==> src/rtl/t_counter_ctrl.sv <==
// t_counter_ctrl: run controller around an 8-bit T-flip-flop counter.
// It sequences timed runs with a programmable prescaler, a programmable
// terminal count, one-shot or periodic restart, pause and abort.

// T_counter: 8-bit ripple-style T-flip-flop counter. Bit i toggles when T is
// high and every lower bit is 1, so the word increments by one per T cycle.
module T_counter (
  input  logic       clk,
  input  logic       reset,
  input  logic       t,
  output logic [7:0] q
);

  logic [7:0] tgl;

  // Build the toggle mask: each stage toggles only when all lower stages are 1
  always_comb begin
    tgl[0] = t;
    for (int i = 1; i < 8; i++) begin
      tgl[i] = tgl[i-1] & q[i-1];
    end
  end

  // The T flip-flops themselves; the reset is asynchronous
  always_ff @(posedge clk or posedge reset) begin
    if (reset) begin
      q <= 8'd0;
    end else begin
      q <= q ^ tgl;
    end
  end

endmodule

module t_counter_ctrl #(
  parameter int PRESC_W = 4
) (
  input  logic               CLK,
  input  logic               Reset,
  input  logic               start,
  input  logic               stop,
  input  logic               pause,
  input  logic               periodic,
  input  logic [7:0]         terminal,
  input  logic [PRESC_W-1:0] prescale,
  output logic [7:0]         count,
  output logic               busy,
  output logic               tick,
  output logic               done
);

  typedef enum logic [1:0] {
    S_IDLE  = 2'd0,
    S_CLEAR = 2'd1,
    S_RUN   = 2'd2,
    S_DONE  = 2'd3
  } state_t;

  state_t             state_q;
  state_t             state_d;
  logic               load_cfg;
  logic               clr_q;
  logic               cnt_rst;
  logic               term_hit;
  logic [7:0]         term_q;
  logic [PRESC_W-1:0] presc_q;
  logic               per_q;
  logic [PRESC_W-1:0] pc;

  // The counter clears on the block reset or for the single CLEAR cycle;
  // clr_q is a flop so the clear pulse carries no combinational glitches.
  assign cnt_rst = Reset | clr_q;

  T_counter u_cnt (
    .clk   (CLK),
    .reset (cnt_rst),
    .t     (tick),
    .q     (count)
  );

  assign term_hit = (count == term_q);

  // Status and strobe outputs; a tick is withheld at the terminal value so
  // the counter never wraps, and no done is reported on an abort edge
  always_comb begin
    busy = (state_q == S_CLEAR) || (state_q == S_RUN);
    tick = (state_q == S_RUN) && !pause && (pc == presc_q) && !term_hit;
    done = (state_q == S_RUN) && term_hit && !stop;
  end

  // Next-state logic; stop outranks both a new start and a terminal hit
  always_comb begin
    state_d  = state_q;
    load_cfg = 1'b0;
    case (state_q)
      S_IDLE: begin
        if (start) begin
          state_d  = S_CLEAR;
          load_cfg = 1'b1;
        end
      end
      S_CLEAR: begin
        if (stop) begin
          state_d = S_IDLE;
        end else begin
          state_d = S_RUN;
        end
      end
      S_RUN: begin
        if (stop) begin
          state_d = S_IDLE;
        end else if (term_hit) begin
          state_d = per_q ? S_CLEAR : S_DONE;
        end
      end
      S_DONE: begin
        if (stop) begin
          state_d = S_IDLE;
        end else if (start) begin
          state_d  = S_CLEAR;
          load_cfg = 1'b1;
        end
      end
      default: begin
        state_d = S_IDLE;
      end
    endcase
  end

  // State register
  always_ff @(posedge CLK or posedge Reset) begin
    if (Reset) begin
      state_q <= S_IDLE;
    end else begin
      state_q <= state_d;
    end
  end

  // Clear pulse: high exactly during cycles spent in CLEAR
  always_ff @(posedge CLK or posedge Reset) begin
    if (Reset) begin
      clr_q <= 1'b0;
    end else begin
      clr_q <= (state_d == S_CLEAR);
    end
  end

  // Run configuration is captured only on an accepted start
  always_ff @(posedge CLK or posedge Reset) begin
    if (Reset) begin
      term_q  <= 8'd0;
      presc_q <= '0;
      per_q   <= 1'b0;
    end else if (load_cfg) begin
      term_q  <= terminal;
      presc_q <= prescale;
      per_q   <= periodic;
    end
  end

  // Prescaler: counts unpaused RUN cycles and wraps when a tick is issued
  always_ff @(posedge CLK or posedge Reset) begin
    if (Reset) begin
      pc <= '0;
    end else if (state_q == S_CLEAR) begin
      pc <= '0;
    end else if ((state_q == S_RUN) && !pause && !term_hit) begin
      if (pc == presc_q) begin
        pc <= '0;
      end else begin
        pc <= pc + 1'b1;
      end
    end
  end

endmodule

==> config.mk <==
export PLATFORM = sky130hd
export DESIGN_NAME = t_counter_ctrl
export DESIGN_NICKNAME = d
export VERILOG_FILES = /design/src/rtl/t_counter_ctrl.sv
export SDC_FILE = /design/constraint.sdc
export NUM_CORES = 1
export LEC_CHECK = 0
export CORE_ASPECT_RATIO = 1.75
export CORE_MARGIN = 3
export CORE_UTILIZATION = 30
export CTS_BUF_LIST = sky130_fd_sc_hd__clkbuf_8
export CTS_CLUSTER_DIAMETER = 40
export DETAILED_ROUTE_END_ITERATION = 8
export DONT_BUFFER_PORTS = 1
export PLACE_DENSITY = 0.5
export SKIP_CTS_REPAIR_TIMING = 1
export SLEW_MARGIN = 30
export SYNTH_ARGS = -nofsm -noshare
export SYNTH_HDL_FRONTEND = slang
export SYNTH_SLANG_ARGS = --single-unit
==> constraint.sdc <==
create_clock -name CLK -period 1.78 [get_ports CLK]
set_clock_uncertainty 0.2 [all_clocks]
set_input_delay 0.089 -clock CLK [delete_from_list [all_inputs] [get_ports CLK]]
set_output_delay 0.089 -clock CLK [all_outputs]
set_load 0.02 [all_outputs]
### Yosys cells after proc, flatten, opt, wreduce, memory -nomap -nowiden

Index checks and enable logic that the tools add are counted.

* input port bits: 18
* word-level logic and storage cells: 48
* register bits after elaboration: 28

* bitwise gates (word level): 9
* $add $sub $neg: 1
* mux-type cells: 13
* eq/ne operators: 6
* reductions and logical operators: 12

Operators with widths (count)
* 2-to-1 mux 2 bit: 6
* 2-to-1 mux 4 bit: 3
* equality test 8 bit: 1
* one-hot mux 2 bit (4 select lines): 1
* bitwise XOR 8 bit: 1
* bitwise AND 1 bit: 7
* logical AND 1 bit: 6
* adder 4 x 1 -> 4 bit (second input constant): 1
* equality test 2 x 1 -> 1 bit (second input constant): 2
* equality test 2 bit (second input constant): 2
* equality test 4 bit: 1
* logical NOT 1 bit: 3
* logical NOT 2 bit: 1
* 2-to-1 mux 1 bit: 2
* one-hot mux 1 bit (2 select lines): 1
* nonzero test 2 bit: 1
* logical OR 1 bit: 1
* bitwise OR 1 bit: 1

### Longest topological paths before layout

Gate-level depths: netlist (run 1).

* word-level depth: 12
* depth in mapped cells: 13
* mapped depth without buffers: 13

### Modules after synthesis

Synthesis (run 1) repeated with hierarchy kept, for this count alone.

* cell total of the unflattened synthesis: 118
* area, all modules: 1411.4 µm²

By module, submodules not included
* t_counter_ctrl: instances 1, cells an instance 101, area each 1111.1 µm²
* T_counter: instances 1, cells an instance 17, area each 300.3 µm²

### Worst setup path after synthesis (run 1)

OpenSTA, ideal clock, no wires.

* path type: reg2reg
* from: register u_cnt.q[4]
* to: register u_cnt.q[7]
* buffers on the path: 0
* setup time: 0.132 ns
* setup slack: -1.231 ns
* stages on the path, launching flop included: 13
* data arrival time: 2.679 ns
* period minus slack after synthesis: 3.011 ns
* path through: dfrtp_1 -> xnor2_1 -> nand4_2 -> o21ai_4 -> and2b_2 -> ha_1 -> ha_1 -> ha_1 -> ha_1 -> ha_1 -> ha_1 -> ha_1 -> xor2_1

* word-level cells in the longest chain between the ends: 11

RTL lines
* start: declaration: RTL line 11 `output logic [7:0] q`
* start signal: assignment: RTL line 29 `q <= q ^ tgl;`
* equality test 8 bit: RTL line 81 `assign term_hit = (count == term_q);`
* logical NOT 1 bit: RTL line 87 `tick = (state_q == S_RUN) && !pause && (pc == presc_q) && !term_hit;`
* logical AND 1 bit: RTL line 87
* net tick: RTL line 48 `output logic tick,`
* bitwise AND 1 bit (7 in a row): RTL line 20 `tgl[i] = tgl[i-1] & q[i-1];`
* bitwise XOR 8 bit: RTL line 29

The timed path passes the listed nets, and every way through them passes these cells.
A chain may end at the register's enable or synchronous reset.

### Worst setup path in the final report (run 1)

* from: register u_cnt.q[2]
* to: register u_cnt.q[7]

* word-level cells in the longest chain between the ends: 11

RTL lines (RTL line)
* equality test 8 bit: 81
* logical NOT 1 bit: 87
* logical AND 1 bit: 87
* bitwise AND 1 bit (2 in a row): 20
* bitwise AND 1 bit (*) (5 in a row): 20
* bitwise XOR 8 bit (*): 29

Every way passes the cells marked *; elsewhere a longest branch is shown, timed or not.

==> impl_metrics.json, run 1 <==
{
  "worst_pin_slew_ns": 0.3586,
  "hpwl_mm": 2.613,
  "synth.avg_cell_area_um2": 12.22,
  "hold_path.class": "in -> out",
  "start_kind": "flop",
  "grt_pass1_wl_mm": 5.319,
  "run_status": "finished, violations left",
  "vias_per_cell": 5.050,
  "synth.top_cells.by_count": "dfrtp_1, ha_1, mux2_2",
  "initial_utilization": 0.3189,
  "diodes": 0,
  "clk_latency_ns": 0.27,
  "wirelength_mm": 3.505,
  "gp_congestion": 0.8609,
  "yosysSeqAreaShare": 0.4899,
  "synth_top_area_frac": 0.4899,
  "cp-end-kind": "flop",
  "yosys_warnings": 0,
  "synthFlopType": "dfrtp_1",
  "finalHoldViolations": 0,
  "synthCells": 117,
  "drv_cap": 0,
  "die_w_um": 58.19,
  "cp_num_buf_inv": 0,
  "synthesis.area_um2": 1430,
  "core_region_area_um2": 4484,
  "drt-pass1-iter-count": 2,
  "synth_area_leader_cell": "dfrtp_1",
  "drive_gt1_frac": 0.5988,
  "synth_seq_cells": 28,
  "setup_tns_ns": -9.020,
  "cts_tree": "yes",
  "pin_count": 29,
  "setup_viol": 29,
  "setup_slack_ns": -0.9595,
  "crit_fanout": 2,
  "grt_max_degree": 16,
  "rsz0062_at_grt": "yes",
  "num_rows": 32,
  "postRouteAntennaNets": 0,
  "synthArstFlopShare": 1.000,
  "min_period_ns": 2.739,
  "numClockSinks": 28,
  "crit_chain": "xnor2_1 > nand4_1 > o21ai_4 > and2b_2 > ha_4 > ha_4 > ha_4 > ha_4 > ha_4 > ha_4 > ha_4 > xor2_1",
  "max-vdd-ir-drop_v": 0.001015,
  "p_seq_frac": 0.329,
  "routedWlPerCell_um": 16.08,
  "post-route-util": 0.5089,
  "area_growth_syn_to_layout_pct": 59.58,
  "root_buffer": "clkbuf_8",
  "slowest_delay_ns": 0.43,
  "crit_path_top_delay_cell": "dfrtp_2",
  "crit_top_cell": "ha_4",
  "htree_levels": 1,
  "layout_worst_path_cycle_share": 1.539,
  "fmax_mhz": 365.0,
  "p_per_area_nw_per_um2": 1344,
  "slew_violations": 0,
  "crit_type": "reg -> reg",
  "grt_antenna_before_repair": 0,
  "die_y_um": 97.34,
  "p_comb_frac": 0.543,
  "drt-initial-drc-count": 14,
  "synth.most_common_cell": "dfrtp_1",
  "die-area_um2": 5664,
  "whs_ns": 0.01547,
  "track_usage": 0.1208,
  "violations": "negative setup slack",
  "port_buffers": 0,
  "power_frac_clock": 0.127,
  "internal_power_uw": 1945,
  "netSwitchingPower_uw": 1121,
  "synthesis.nets": 148,
  "num-fill-cells": 400,
  "crit_family": "adder cells",
  "vias": 1101,
  "nets": 199,
  "drc": 0,
  "crit_required_ns": 1.75,
  "grt-ovfl-total": 0,
  "numCtsBuffers": 3,
  "yosysUniqueCellTypes": 34,
  "p_sw_frac": 0.3657,
  "first_global_vias": 1179,
  "cts.clk_slew.worst_paths_ns": 0.09,
  "total_leakage_power_uw": 0.0009676,
  "relSlewSlack": 0.7590,
  "cts_buffer_depth": 2,
  "synth_edf_count": 0,
  "critPathArrivalTime_ns": 2.71,
  "synth_area_leaders": "dfrtp_1, ha_1, mux2_2, xnor2_1, xor2_1"
}
-- metrics by stage --
step / cells / instance area [um2] / worst slack, ns / power (uW)
final: 218 / 2282 / -0.9595 / 3067
after global routing: 218 / 2282 / -1.038 / 3271
after CTS: 196 / 1889 / -1.014 / 2674
after detailed placement: 192 / 1834 / -0.9926 / 2283
after global placement: 192 / 1834 / -0.9617 / 2230
after floorplan: 117 / 1592 / -1.083 / 1885
-- cell usage in the layout (no fill, tap or decap), types with 2 or more instances in the layout --
master / count
nor2_1: 2
buf_4: 24
dfrtp_1: 19
o21ai_1: 2
ha_4: 12
o21ai_4: 2
xnor2_2: 5
and2b_2: 2
inv_2: 2
mux2_2: 13
nor3_2: 3
xnor2_1: 3
nand2_1: 3
nor3_1: 2
dfrtp_2: 9
nor2_2: 2
xor2_1: 5
inv_1: 3
clkbuf_8: 4
dlygate4sd3_1: 17
buf_6: 7
-- cell type report --
class                           instances  area (um2)  share of cell area
Timing Repair Buffer                   48       429.2              0.1880
Sequential cell                        28       711.9              0.3120
Clock buffer                            4       55.05             0.02412
Tap cell                               51       63.81             0.02796
Inverter                                6       25.02             0.01096
Multi-Input combinational cell         81       997.2              0.4370
-- power by group through the flow --
stage	Combinational, uW	Sequential, uW	Clock (uW)
after floorplan	868	1020	0
after global placement	1230	1000	0
final	1670	1010	391
after detailed placement	1270	1020	0
after global routing	1800	1040	431
after CTS	1270	1000	400
-- logic make-up after synthesis --
family | after synthesis | share of synthesized area
AND/OR/NAND/NOR | 28 | 0.1164
flip-flops | 28 | 0.4899
AO/OA/AOI/OAI | 14 | 0.07613
XOR/XNOR | 13 | 0.07962
multiplexers | 13 | 0.1024
adder cells (fa/ha/maj) | 13 | 0.1137
buffers and inverters | 8 | 0.02187
-- worst reg2reg max path: stages (launching register included) --
cell	delay, ns
dfrtp_2	0.43
xnor2_1	0.17
nand4_1	0.20
o21ai_4	0.17
and2b_2	0.26
ha_4	0.17
ha_4	0.16
ha_4	0.15
ha_4	0.16
ha_4	0.15
ha_4	0.15
ha_4	0.14
xor2_1	0.13
-- worst paths after layout --
path	start	endpoint	slack [ns]	cells past startpoint
min in group asynchronous	Reset	u_cnt.q[0]	0.10	3
setup reg to reg	u_cnt.q[2]	u_cnt.q[7]	-0.96	12
max in group asynchronous	Reset	term_q[5]	0.61	3
hold / removal	stop	done	0.02	1
hold reg to reg	clr_q	u_cnt.q[0]	0.11	2
setup / recovery	u_cnt.q[2]	u_cnt.q[7]	-0.96	12
-- state kept, by name (all words and copies together), names as in the netlist --
signal   count
term_q       8
state_q      2
pc           4
per_q        1
presc_q      4
u_cnt.q      8
clr_q        1
-- metal layers --
metal  up-vias  track usage  routed length (um)
met5         -            0                   0
met4         0      0.06071                 130
met3        12      0.02660                 150
met2        28       0.2169                2007
met1       546       0.1257                1216
li1        515            -                   -
(Power assumes the default switching activity.)
==> run 2, diff against run 1 <==
--- a/config.mk
+++ b/config.mk
@@ -12,7 +12,7 @@
 export CTS_CLUSTER_DIAMETER = 40
 export DETAILED_ROUTE_END_ITERATION = 8
 export DONT_BUFFER_PORTS = 1
-export PLACE_DENSITY = 0.5
+export PLACE_DENSITY = 0.51
 export SKIP_CTS_REPAIR_TIMING = 1
 export SLEW_MARGIN = 30
 export SYNTH_ARGS = -nofsm -noshare
==> constraint.sdc (replaced) <==
create_clock -name CLK -period 2.3 [get_ports CLK]
set_clock_uncertainty 0.2 [all_clocks]
set_input_delay 0.115 -clock CLK [delete_from_list [all_inputs] [get_ports CLK]]
set_output_delay 0.115 -clock CLK [all_outputs]
set_load 0.02 [all_outputs]
==> impl_metrics.json, run 2 (synthesis results as in run 1) <==
{
  "run_status": "finished, violations left",
  "violations": "negative setup slack",
  "hpwl_mm": 2.357,
  "rsz0062_at_grt": "yes",
  "holdPathStages": 2,
  "root_buffer": "clkbuf_8",
  "fmax_mhz": 360.6,
  "critPathArrivalTime_ns": 2.74,
  "area_growth_syn_to_layout_pct": 41.56,
  "mostFrequentLayoutCells": "buf_4, dfrtp_1, dlygate4sd3_1",
  "nets": 193,
  "p_seq_frac": 0.366,
  "track_usage": 0.1127,
  "relSlewSlack": 0.4561,
  "grt_max_degree": 21,
  "r2r_start": "u_cnt.q[3]",
  "vias": 1018,
  "power_frac_clock": 0.184,
  "worst_pin_slew_ns": 0.8150,
  "numCtsBuffers": 3,
  "setup_slack_ns": -0.4732,
  "crit_fanout": 2,
  "grt-ovfl-total": 0,
  "setup_viol": 4,
  "setup_tns_ns": -1.185,
  "drt-initial-drc-count": 17,
  "drc": 0,
  "diodes": 0,
  "die-area_um2": 5664,
  "p_per_area_nw_per_um2": 1032,
  "postRouteAntennaNets": 0,
  "netSwitchingPower_uw": 689.8,
  "numClockSinks": 28,
  "grt_antenna_before_repair": 0,
  "layout_worst_path_cycle_share": 1.206,
  "num_rows": 32,
  "first_global_vias": 1082,
  "hold_end": "state_q[1]",
  "finalHoldViolations": 0,
  "grt_pass1_wl_mm": 4.940,
  "wirelength_mm": 3.059,
  "htree_levels": 1,
  "p_comb_frac": 0.451,
  "final_common_cell": "buf_4",
  "min_from": "start",
  "drive_gt1_frac": 0.3851,
  "placed_cell_area_um2": 1768,
  "cts.clk_slew.worst_paths_ns": 0.09,
  "clk_latency_ns": 0.27,
  "power_uw": 2089,
  "drv_cap": 0,
  "p_sw_frac": 0.3302,
  "worst_r2r_path_depth": 12,
  "die_w_um": 58.19,
  "crit_type": "reg -> reg",
  "slew_violations": 0,
  "max-vdd-ir-drop_v": 0.0005893,
  "rrSetupSlack_ns": -0.47,
  "cts_tree": "yes",
  "core_region_area_um2": 4484,
  "num-fill-cells": 410,
  "min_period_ns": 2.773,
  "final_area_um2": 2024,
  "die_y_um": 97.34,
  "internal_power_uw": 1399,
  "r2r_end": "u_cnt.q[7]",
  "crit_required_ns": 2.26,
  "routedWlPerCell_um": 14.43,
  "port_buffers": 0,
  "cts_buffer_depth": 2,
  "initial_utilization": 0.3189,
  "hold_path.class": "in -> reg",
  "drt-pass1-iter-count": 3,
  "vias_per_cell": 4.802,
  "gp_congestion": 0.7378,
  "reg_top3": "term_q: 8 flops, u_cnt.q: 8 flops",
  "pin_count": 29,
  "total_leakage_power_uw": 0.0008910,
  "cp-end-kind": "flop",
  "start_kind": "flop"
}
[run 2: how the worst max path moves through the flow]
stage | start | end | slack, ns
detailed placement | term_q[5] | u_cnt.q[7] | -0.49
finish | u_cnt.q[3] | u_cnt.q[7] | -0.47
global route | term_q[5] | u_cnt.q[7] | -0.56
floorplan | u_cnt.q[3] | u_cnt.q[7] | -0.57
global placement | term_q[5] | u_cnt.q[7] | -0.46
CTS | term_q[5] | u_cnt.q[7] | -0.52
[run 2: metal layers]
metal / vias up / part of all wire / routed length (um) / global-route usage
met5: - / 0 / 0 / 0
met4: 0 / 0.0088 / 27 / 0.04286
met3: 2 / 0.040 / 121 / 0.02261
met2: 22 / 0.57 / 1739 / 0.2073
met1: 495 / 0.38 / 1170 / 0.1204
li1: 499 / - / - / -
[run 2: worst max-delay path: stages (launching register included)]
cell     delay (ns)
dfrtp_2        0.42
xnor2_1        0.18
nand4_1        0.22
o21ai_4        0.19
and2b_2        0.26
ha_4           0.16
ha_4           0.15
ha_4           0.15
ha_4           0.15
ha_4           0.15
ha_4           0.15
ha_4           0.14
xor2_1         0.13
[run 2: cell type report]
type                       instances  area (um2)  share of cell area
clock buffer                       3       41.29             0.02040
sequential                        28       708.2              0.3498
clock inverter                     1       30.03             0.01483
multi-input combinational         81       800.8              0.3956
timing repair buffer              42       357.8              0.1768
tap                               51       63.81             0.03152
inverter                           6       22.52             0.01112
[run 2: power groups by stage]
stage	clock network (uW)	logic [uW]	registers, uW
floorplan	0	597	775
global route	422	1040	782
global placement	0	878	770
finish	384	942	764
detailed placement	0	899	773
CTS	399	906	762
[run 2: through the flow]
stage | cells | setup WS (ns) | hold slack [ns] | util
floorplan | 117 | -0.5651 | -0.1337 | -
global placement | 191 | -0.4602 | -0.01199 | 0.3943
detailed placement | 191 | -0.4890 | 0.0009804 | 0.3943
CTS | 195 | -0.5229 | -0.3044 | 0.4102
global route | 212 | -0.5596 | 0.07565 | 0.4515
finish | 212 | -0.4732 | 0.07703 | 0.4515
==> run 3, diff against run 2 <==
--- a/config.mk
+++ b/config.mk
@@ -6,15 +6,16 @@
 export NUM_CORES = 1
 export LEC_CHECK = 0
 export CORE_ASPECT_RATIO = 1.75
-export CORE_MARGIN = 3
+export CORE_MARGIN = 4
 export CORE_UTILIZATION = 30
 export CTS_BUF_LIST = sky130_fd_sc_hd__clkbuf_8
 export CTS_CLUSTER_DIAMETER = 40
 export DETAILED_ROUTE_END_ITERATION = 8
 export DONT_BUFFER_PORTS = 1
 export PLACE_DENSITY = 0.51
+export REMOVE_ABC_BUFFERS = 1
 export SKIP_CTS_REPAIR_TIMING = 1
-export SLEW_MARGIN = 30
+export SLEW_MARGIN = 10
 export SYNTH_ARGS = -nofsm -noshare
 export SYNTH_HDL_FRONTEND = slang
 export SYNTH_SLANG_ARGS = --single-unit
==> impl_metrics.json, run 3 (synthesis results as in run 1) <==
{
  "cp-end-kind": "flop",
  "nets": 192,
  "clk_latency_ns": 0.27,
  "violations": "negative hold slack, negative setup slack",
  "drt-initial-drc-count": 6,
  "setup_viol": 4,
  "post-route-util": 0.4301,
  "grt_max_degree": 21,
  "reg_top3": "term_q: 8 flops, u_cnt.q: 8 flops",
  "hpwl_mm": 2.514,
  "mostFrequentLayoutCells": "dfrtp_1, buf_4, dlygate4sd3_1",
  "crit_family": "adder cells",
  "track_usage": 0.1093,
  "max-vdd-ir-drop_v": 0.0006449,
  "vias": 1028,
  "first_global_vias": 1097,
  "crit_chain": "xnor2_1 > nand4_1 > o21ai_4 > and2b_2 > ha_4 > ha_4 > ha_4 > ha_4 > ha_4 > ha_4 > ha_4 > xor2_1",
  "dp_cells": 188,
  "crit_top_cell": "ha_4",
  "area_growth_syn_to_layout_pct": 40.33,
  "final_cell_count_no_fill": 212,
  "total_leakage_power_uw": 0.0008953,
  "critPathArrivalTime_ns": 2.70,
  "ff_latch_area_um2": 700.7,
  "relSlewSlack": 0.4718,
  "p_per_area_nw_per_um2": 975.6,
  "final_common_cell": "dfrtp_1",
  "drv_cap": 0,
  "slew_violations": 0,
  "postRouteAntennaNets": 0,
  "layout_worst_path_cycle_share": 1.190,
  "rsz0062_at_grt": "yes",
  "port_buffers": 0,
  "p_seq_frac": 0.394,
  "grt-ovfl-total": 0,
  "p_sw_frac": 0.3449,
  "hold_path.class": "in -> reg",
  "wirelength_mm": 3.116,
  "worst_pin_slew_ns": 0.7914,
  "diodes": 0,
  "finalHoldViolations": 1,
  "numClockSinks": 28,
  "die_y_um": 99.34,
  "root_buffer": "clkbuf_8",
  "grt_pass1_wl_mm": 4.926,
  "core_region_area_um2": 4666,
  "run_status": "finished, violations left",
  "fmax_mhz": 365.5,
  "crit_path_top_delay_cell": "dfrtp_1",
  "gp_congestion": 0.7768,
  "setup_tns_ns": -1.047,
  "drc": 0,
  "crit_fanout": 2,
  "htree_levels": 1,
  "setup_slack_ns": -0.4361,
  "internal_power_uw": 1283,
  "vias_per_cell": 4.849,
  "numCtsBuffers": 3,
  "min_period_ns": 2.736,
  "crit_required_ns": 2.26,
  "drive_gt1_frac": 0.3688,
  "drt-pass1-iter-count": 5,
  "grt_antenna_before_repair": 0,
  "cts.clk_slew.worst_paths_ns": 0.09,
  "start_kind": "flop",
  "cts_tree": "yes",
  "slowest_delay_ns": 0.40,
  "place_ws_ns": -0.6451,
  "num-fill-cells": 438,
  "pin_count": 29,
  "power_frac_clock": 0.150,
  "die_w_um": 60.19,
  "p_comb_frac": 0.456,
  "num_rows": 33,
  "whs_ns": -0.02401,
  "netSwitchingPower_uw": 675.4,
  "rrSetupSlack_ns": -0.44,
  "crit_type": "reg -> reg",
  "die-area_um2": 5979,
  "multi_input_area_um2": 815.8,
  "cp_num_buf_inv": 0,
  "cts_buffer_depth": 2,
  "initial_utilization": 0.3065,
  "routedWlPerCell_um": 14.70
}
-- run 3: cell types whose count changed in the layout (fill, tap and decap cells not counted), sizes merged --
cell         previous run  this run
bufinv                  1         0
clkbuf                  3         4
dlygate4sd3            17        16
-- run 3: per-layer routing --
layer  GRT usage  part of all wire  up-vias
met5           0                 0        -
met1      0.1018              0.33      496
met3     0.02727             0.037        6
li1            -                 -      503
met2      0.2083              0.61       23
met4     0.04949             0.022        0
-- run 3: worst reg2reg max path: stages, from the launching register on --
cell and delay, ns:
dfrtp_1 0.40, xnor2_1 0.15, nand4_1 0.20, o21ai_4 0.19, and2b_2 0.26, ha_4 0.17, ha_4 0.16, ha_4 0.16
ha_4 0.16, ha_4 0.16, ha_4 0.15, ha_4 0.14, xor2_1 0.13
-- run 3: power by group through the flow --
stage / sequential (uW) / clock (uW) / combinational (uW)
after global placement: 770 / 0 / 818
after global routing: 790 / 329 / 998
after CTS: 764 / 309 / 845
final: 771 / 294 / 893
after detailed placement: 776 / 0 / 842
after floorplan: 770 / 0 / 589
-- run 3: final cells by class --
cell class              count  share of cell area
clock buffers               4             0.02743
inverters                   6             0.01122
multi-input cells          81              0.4065
flip-flops and latches     28              0.3491
well taps                  52             0.03242
repair buffers             41              0.1733
-- run 3: path summary, 6_finish.rpt --
check	depth (start not counted)	start	end
max	12	term_q[0]	u_cnt.q[7]
min	3	stop	state_q[0]
max reg2reg	12	term_q[0]	u_cnt.q[7]
min reg2reg	1	clr_q	u_cnt.q[1]
max in group asynchronous	2	Reset	pc[1]
min in group asynchronous	1	clr_q	u_cnt.q[1]
-- run 3: through the flow --
stage / cell area [um2] / total power (uW)
6_report: 2007 / 1958
5_1_grt: 2007 / 2118
4_1_cts: 1699 / 1919
3_5_place_dp: 1644 / 1618
3_3_place_gp: 1644 / 1588
2_1_floorplan: 1421 / 1359
